**config.mk**
```make
export PLATFORM = sky130hd
export DESIGN_NAME = moedeiro_flat
export DESIGN_NICKNAME = d
export VERILOG_FILES = /design/src/rtl/moedeiro_if.sv /design/src/rtl/moedeiro.sv /design/src/flat_wrapper.sv
export SDC_FILE = /design/constraint.sdc
export NUM_CORES = 1
export LEC_CHECK = 0
export ABC_AREA = 1
export ABC_CLOCK_PERIOD_IN_PS = 2170
export CAP_MARGIN = 30
export CORE_MARGIN = 2
export CORE_UTILIZATION = 25
export CTS_CLUSTER_SIZE = 10
export DETAILED_ROUTE_END_ITERATION = 7
export GPL_TIMING_DRIVEN = 0
export PLACE_DENSITY = 0.54
export SLEW_MARGIN = 30
export SYNTH_ARGS = -nofsm -noshare
export SYNTH_HDL_FRONTEND = slang
export SYNTH_SLANG_ARGS = --single-unit
```
**constraint.sdc**
```tcl
create_clock -name clk -period 2.17 [get_ports clk]
set_input_delay 0.3255 -clock clk [delete_from_list [all_inputs] [get_ports clk]]
set_output_delay 0.3255 -clock clk [all_outputs]
set_load 0.03 [all_outputs]
```
**src/rtl/moedeiro_if.sv**
```systemverilog
// Coin acceptor bus: coin sensors, cancel and busy in;
// start pulse, credit, change and refusal out.
interface moedeiro_if;
  logic       botao_50cent;
  logic       botao_1real;
  logic       cancelar;
  logic       ocupado;
  logic       moeda;
  logic [3:0] credito;
  logic       devolve;
  logic       rejeita;

  modport master (
    output botao_50cent, botao_1real, cancelar, ocupado,
    input  moeda, credito, devolve, rejeita
  );

  modport slave (
    input  botao_50cent, botao_1real, cancelar, ocupado,
    output moeda, credito, devolve, rejeita
  );
endinterface

```
**src/rtl/moedeiro.sv**
```systemverilog
// Coin acceptor for a laundry washer: accumulates credit,
// starts the wash at the price, returns change or refunds.
module moedeiro #(
  parameter int unsigned PRECO       = 4,
  parameter int unsigned CREDITO_MAX = 8
) (
  input logic       clk,
  input logic       reset,
  moedeiro_if.slave bus
);

  typedef enum logic [2:0] {
    OCIOSO, ACUMULA, LIBERA, TROCO, OCUPADO
  } estado_t;

  localparam logic [4:0] PRECO5 = 5'(PRECO);
  localparam logic [4:0] MAX5   = 5'(CREDITO_MAX);

  estado_t    estado_q, estado_d;
  logic [3:0] credito_q, credito_d;
  logic [3:0] troco_q, troco_d;
  logic       pago_q, pago_d;
  logic       rej_q, rej_d;
  logic       p50_q, p1r_q;

  logic       e50, e1r, coin;
  logic [4:0] add, soma, cred5;

  assign e50   = bus.botao_50cent & ~p50_q;
  assign e1r   = bus.botao_1real & ~p1r_q;
  assign coin  = e50 | e1r;
  // 1 real weighs two units, so the edge pair is the sum
  assign add   = {3'b000, e1r, e50};
  assign cred5 = {1'b0, credito_q};
  assign soma  = cred5 + add;

  always_ff @(posedge clk or posedge reset) begin
    if (reset) begin
      estado_q  <= OCIOSO;
      credito_q <= '0;
      troco_q   <= '0;
      pago_q    <= 1'b0;
      rej_q     <= 1'b0;
      p50_q     <= 1'b1;
      p1r_q     <= 1'b1;
    end else begin
      estado_q  <= estado_d;
      credito_q <= credito_d;
      troco_q   <= troco_d;
      pago_q    <= pago_d;
      rej_q     <= rej_d;
      p50_q     <= bus.botao_50cent;
      p1r_q     <= bus.botao_1real;
    end
  end

  always_comb begin
    estado_d  = estado_q;
    credito_d = credito_q;
    troco_d   = troco_q;
    pago_d    = pago_q;
    rej_d     = 1'b0;
    unique case (estado_q)
      OCIOSO, ACUMULA: begin
        if (estado_q == ACUMULA && bus.cancelar) begin
          troco_d   = credito_q;
          credito_d = '0;
          pago_d    = 1'b0;
          rej_d     = coin;
          estado_d  = TROCO;
        end else if (coin) begin
          if (soma <= MAX5) begin
            credito_d = soma[3:0];
            estado_d  = (soma >= PRECO5) ? LIBERA : ACUMULA;
          end else begin
            rej_d = 1'b1;
          end
        end
      end
      LIBERA: begin
        rej_d     = coin;
        troco_d   = 4'(cred5 - PRECO5);
        credito_d = '0;
        pago_d    = 1'b1;
        estado_d  = (cred5 > PRECO5) ? TROCO : OCUPADO;
      end
      TROCO: begin
        rej_d   = coin;
        troco_d = troco_q - 4'd1;
        if (troco_q <= 4'd1)
          estado_d = pago_q ? OCUPADO : OCIOSO;
      end
      OCUPADO: begin
        rej_d = coin;
        if (!bus.ocupado)
          estado_d = OCIOSO;
      end
      default: estado_d = OCIOSO;
    endcase
  end

  assign bus.moeda   = (estado_q == LIBERA);
  assign bus.devolve = (estado_q == TROCO);
  assign bus.credito = credito_q;
  assign bus.rejeita = rej_q;

endmodule

```
**src/flat_wrapper.sv**
```systemverilog
// flat-port wrapper written by rule: the top's interface ports become plain ports
module moedeiro_flat 
#(
  parameter int unsigned PRECO       = 4,
  parameter int unsigned CREDITO_MAX = 8
)
  (clk, reset, bus_botao_50cent, bus_botao_1real, bus_cancelar, bus_ocupado, bus_moeda, bus_credito, bus_devolve, bus_rejeita);
  moedeiro_if bus_i ();
  input logic clk;
  input logic reset;
  input wire logic [$bits(bus_i.botao_50cent)-1:0] bus_botao_50cent;
  input wire logic [$bits(bus_i.botao_1real)-1:0] bus_botao_1real;
  input wire logic [$bits(bus_i.cancelar)-1:0] bus_cancelar;
  input wire logic [$bits(bus_i.ocupado)-1:0] bus_ocupado;
  output wire logic [$bits(bus_i.moeda)-1:0] bus_moeda;
  output wire logic [$bits(bus_i.credito)-1:0] bus_credito;
  output wire logic [$bits(bus_i.devolve)-1:0] bus_devolve;
  output wire logic [$bits(bus_i.rejeita)-1:0] bus_rejeita;
  assign bus_i.botao_50cent = bus_botao_50cent;
  assign bus_i.botao_1real = bus_botao_1real;
  assign bus_i.cancelar = bus_cancelar;
  assign bus_i.ocupado = bus_ocupado;
  assign bus_moeda = bus_i.moeda;
  assign bus_credito = bus_i.credito;
  assign bus_devolve = bus_i.devolve;
  assign bus_rejeita = bus_i.rejeita;
  moedeiro #(.PRECO(PRECO), .CREDITO_MAX(CREDITO_MAX)) u_core (.clk(clk), .reset(reset), .bus(bus_i));
endmodule
```
==> impl_metrics.ini <==
[yosys]
yosys_warnings = 0
synth_nets = 159
syn_area_per_cell_um2 = 7.07
synth_cell_types = 22
syn_inst = 146
seq_area_frac_synth = 0.366
netlist_area_um2 = 1030
yosys_register_bits = 15

[sta]
setup_tns_ns = 0
final-hold-violation-count = 0
setup_violations = 0
min_period_over_period = 0.948
fin_crit_ns = 2.06
slew_headroom = 0.595
whs_ns = 0.209
rsz0062_at_grt = true
skew_ns = 0.00315
tightestPinTransition_ns = 0.606
worst_slack_ns = 0.113
drv_slew = 0
timing.fmax_mhz = 486

[critical_path]
startpoint_type = flop
endpoint_kind = flop
worstPathRequired_ns = 2.32
r2r_start = u_core.p50_q$_DFF_PP1_
critPathMaxFanout = 5
arrival_ns = 2.20
critPathLaunch = u_core.p50_q$_DFF_PP1_
crit_type = flop to flop
cpPeakStageDelay_ns = 0.53
crit_chain = nor2_2, ha_2, inv_2, fa_1, inv_1, nor2_1, nand3_1, nand3_2, nand3_4, nand2_4, nand2_4, nand2_1, nand2_1
critPathSlowestCell = fa_1

[job]
cap_violations = 0

[clock_tree]
cts.htree.levels = 1
clk_latency_ns = 0.25
clk_path_buf_depth = 2
cts_tree = built
cts_made_buffers = 3
clk_pin_slew_ns = 0.07
cts_hold_buf = 0
cts_sinks = 15
cts-root-buf = clkbuf_8

[route]
via_per_inst = 4.41
ant_nets = 0
vias = 953
first_pass_iters = 4
wl_um = 2380
wl_per_cell_um = 11.0
drtIter0Drc = 43
post-route-drc-count = 0

[placement]
placed_cell_area_um2 = 1210
place_congestion = 0.879
place_inst = 208
post-place-ws_ns = -0.458
port_buffers = 12
dpl.hpwl_um = 1800

[global_route]
grt_use_met1 = 0.160
grt_pass1_wl_um = 4060
grt_pass1_vias = 895
grt_overflow = 0
grt_max_degree = 16
grt-busiest-layer = met2
gr-usage-met3 = 0.0247
track_usage = 0.118
antenna_found_initial = 0
use_met2 = 0.188

[pwr]
intPower_mw = 0.909
power_density_nw_per_um2 = 1360
leakagePower_nw = 0.719
swShare = 0.492
combPwrFrac = 0.586
pwr-share-seq = 0.282
clock_power_share = 0.132
peakVddDrop_mv = 0.391
power.total_mw = 1.79
p_sw_mw = 0.879

[finish]
final_common_cell = nand2_1
num-nets-final = 180
fillCellCount = 441
diodes = 0
fin_cells = 216
final_layout_size_suffix_gt1_frac = 0.169
fin_area_um2 = 1320
synthToLayoutAreaGrowth_pct = 27.8
final_cell_mix = nand2_1 (39), inv_1 (23), nand3_1 (12), dfrtp_1 (12), nor2_1 (11)
final_util = 0.330

[status]
status = finished clean

[floorplan]
start_util = 0.258
dieWidth_um = 68.3
core_area_um2 = 4000
row_count = 23
io_pins = 13
fp.dieH_um = 68.3
fp.dieArea_um2 = 4660

[min_path]
min-delay-start = bus_botao_1real
hold_path_class = input port to flop
layout make-up:
class / instances / area [um2] / area share
timing repair buffer: 15 / 146 / 0.111
multi-input combinational: 105 / 584 / 0.443
tap: 50 / 62.6 / 0.0474
inverter: 27 / 101 / 0.0769
clock buffer: 4 / 45.0 / 0.0342
sequential: 15 / 379 / 0.287
state kept, by name, summed over array words and instances (netlist names):
signal / flops
u_core.bus.credito: 4
u_core.bus.rejeita: 1
u_core.estado_q: 3
u_core.p1r_q: 1
u_core.p50_q: 1
u_core.pago_q: 1
u_core.troco_q: 4
worst max-delay path, delay by kind of cell (launching register included):
family,cells,cell delay [ns]
and+or+nand+nor,9,0.76
adders and majority gates,2,0.71
DFF,1,0.38
buffers and inverters,2,0.09
repair_timing:
action / in CTS / in global routing
pin swaps: 3 / 6
buffers inserted: 2 / 1
gates cloned: 1 / 0
endpoints found under the setup margin: 9 / 9
resized for setup: 6 / 9
endpoints found under the hold margin: 0 / 0
per-layer routing:
metal  part of all wire  vias to the layer above  routed length, um
li1                   -                      499                  -
met1               0.49                      435               1180
met2               0.47                       15               1110
met3              0.030                        4                 71
met4              0.010                        0                 25
met5                  0                        -                  0
power groups by stage:
stage | combinational [mW] | sequential, mW | clock (mW)
floorplan | 0.682 | 0.549 | 0
global placement | 1.00 | 0.507 | 0
detailed placement | 1.01 | 0.509 | 0
CTS | 1.04 | 0.504 | 0.243
global route | 1.19 | 0.525 | 0.259
finish | 1.05 | 0.504 | 0.236
cells by family (layout without fill, tap and decap cells):
family          Yosys count  after routing  synth area share
compound gates           19             19            0.0994
xor+xnor                  1              1           0.00849
fa+ha+maj                 7              7            0.0921
buf+inv                  27             46            0.0982
flops                    15             15             0.366
simple gates             77             78             0.336
worst paths after layout:
| kind | endpoint | slack (ns) | cells after the start |
|---|---|---|---|
| max | u_core.bus.credito[1]$_DFFE_PP0P_ | 0.11 | 13 |
| min | u_core.p1r_q$_DFF_PP1_ | 0.21 | 1 |
| max reg2reg | u_core.bus.credito[1]$_DFFE_PP0P_ | 0.11 | 13 |
| min reg2reg | u_core.bus.credito[0]$_DFFE_PP0P_ | 0.55 | 2 |
| max in group asynchronous | u_core.bus.credito[0]$_DFFE_PP0P_ | 1.30 | 2 |
| min in group asynchronous | u_core.bus.credito[1]$_DFFE_PP0P_ | 0.44 | 2 |
Yosys cell counts:
cell type | n | area [um2]
nand2_1 | 41 | 154
inv_1 | 25 | 93.8
dfrtp_1 | 13 | 325
nand3_1 | 13 | 65.1
nor2_1 | 13 | 48.8
o21ai_0 | 10 | 50.1
ha_1 | 6 | 75.1
a21oi_1 | 5 | 25.0
dfstp_2 | 2 | 52.6
inv_2 | 2 | 7.51
nand2_2 | 2 | 12.5
nand2_4 | 2 | 22.5
nand3_2 | 2 | 20.0
nor2_2 | 2 | 12.5
a31oi_1 | 1 | 6.26
fa_1 | 1 | 20.0
nor3_1 | 1 | 5.00
o21a_1 | 1 | 7.51
o22ai_1 | 1 | 6.26
o31ai_1 | 1 | 7.51
or2_1 | 1 | 6.26
xor2_1 | 1 | 8.76
No activity file was read; power rests on OpenSTA's default activity.
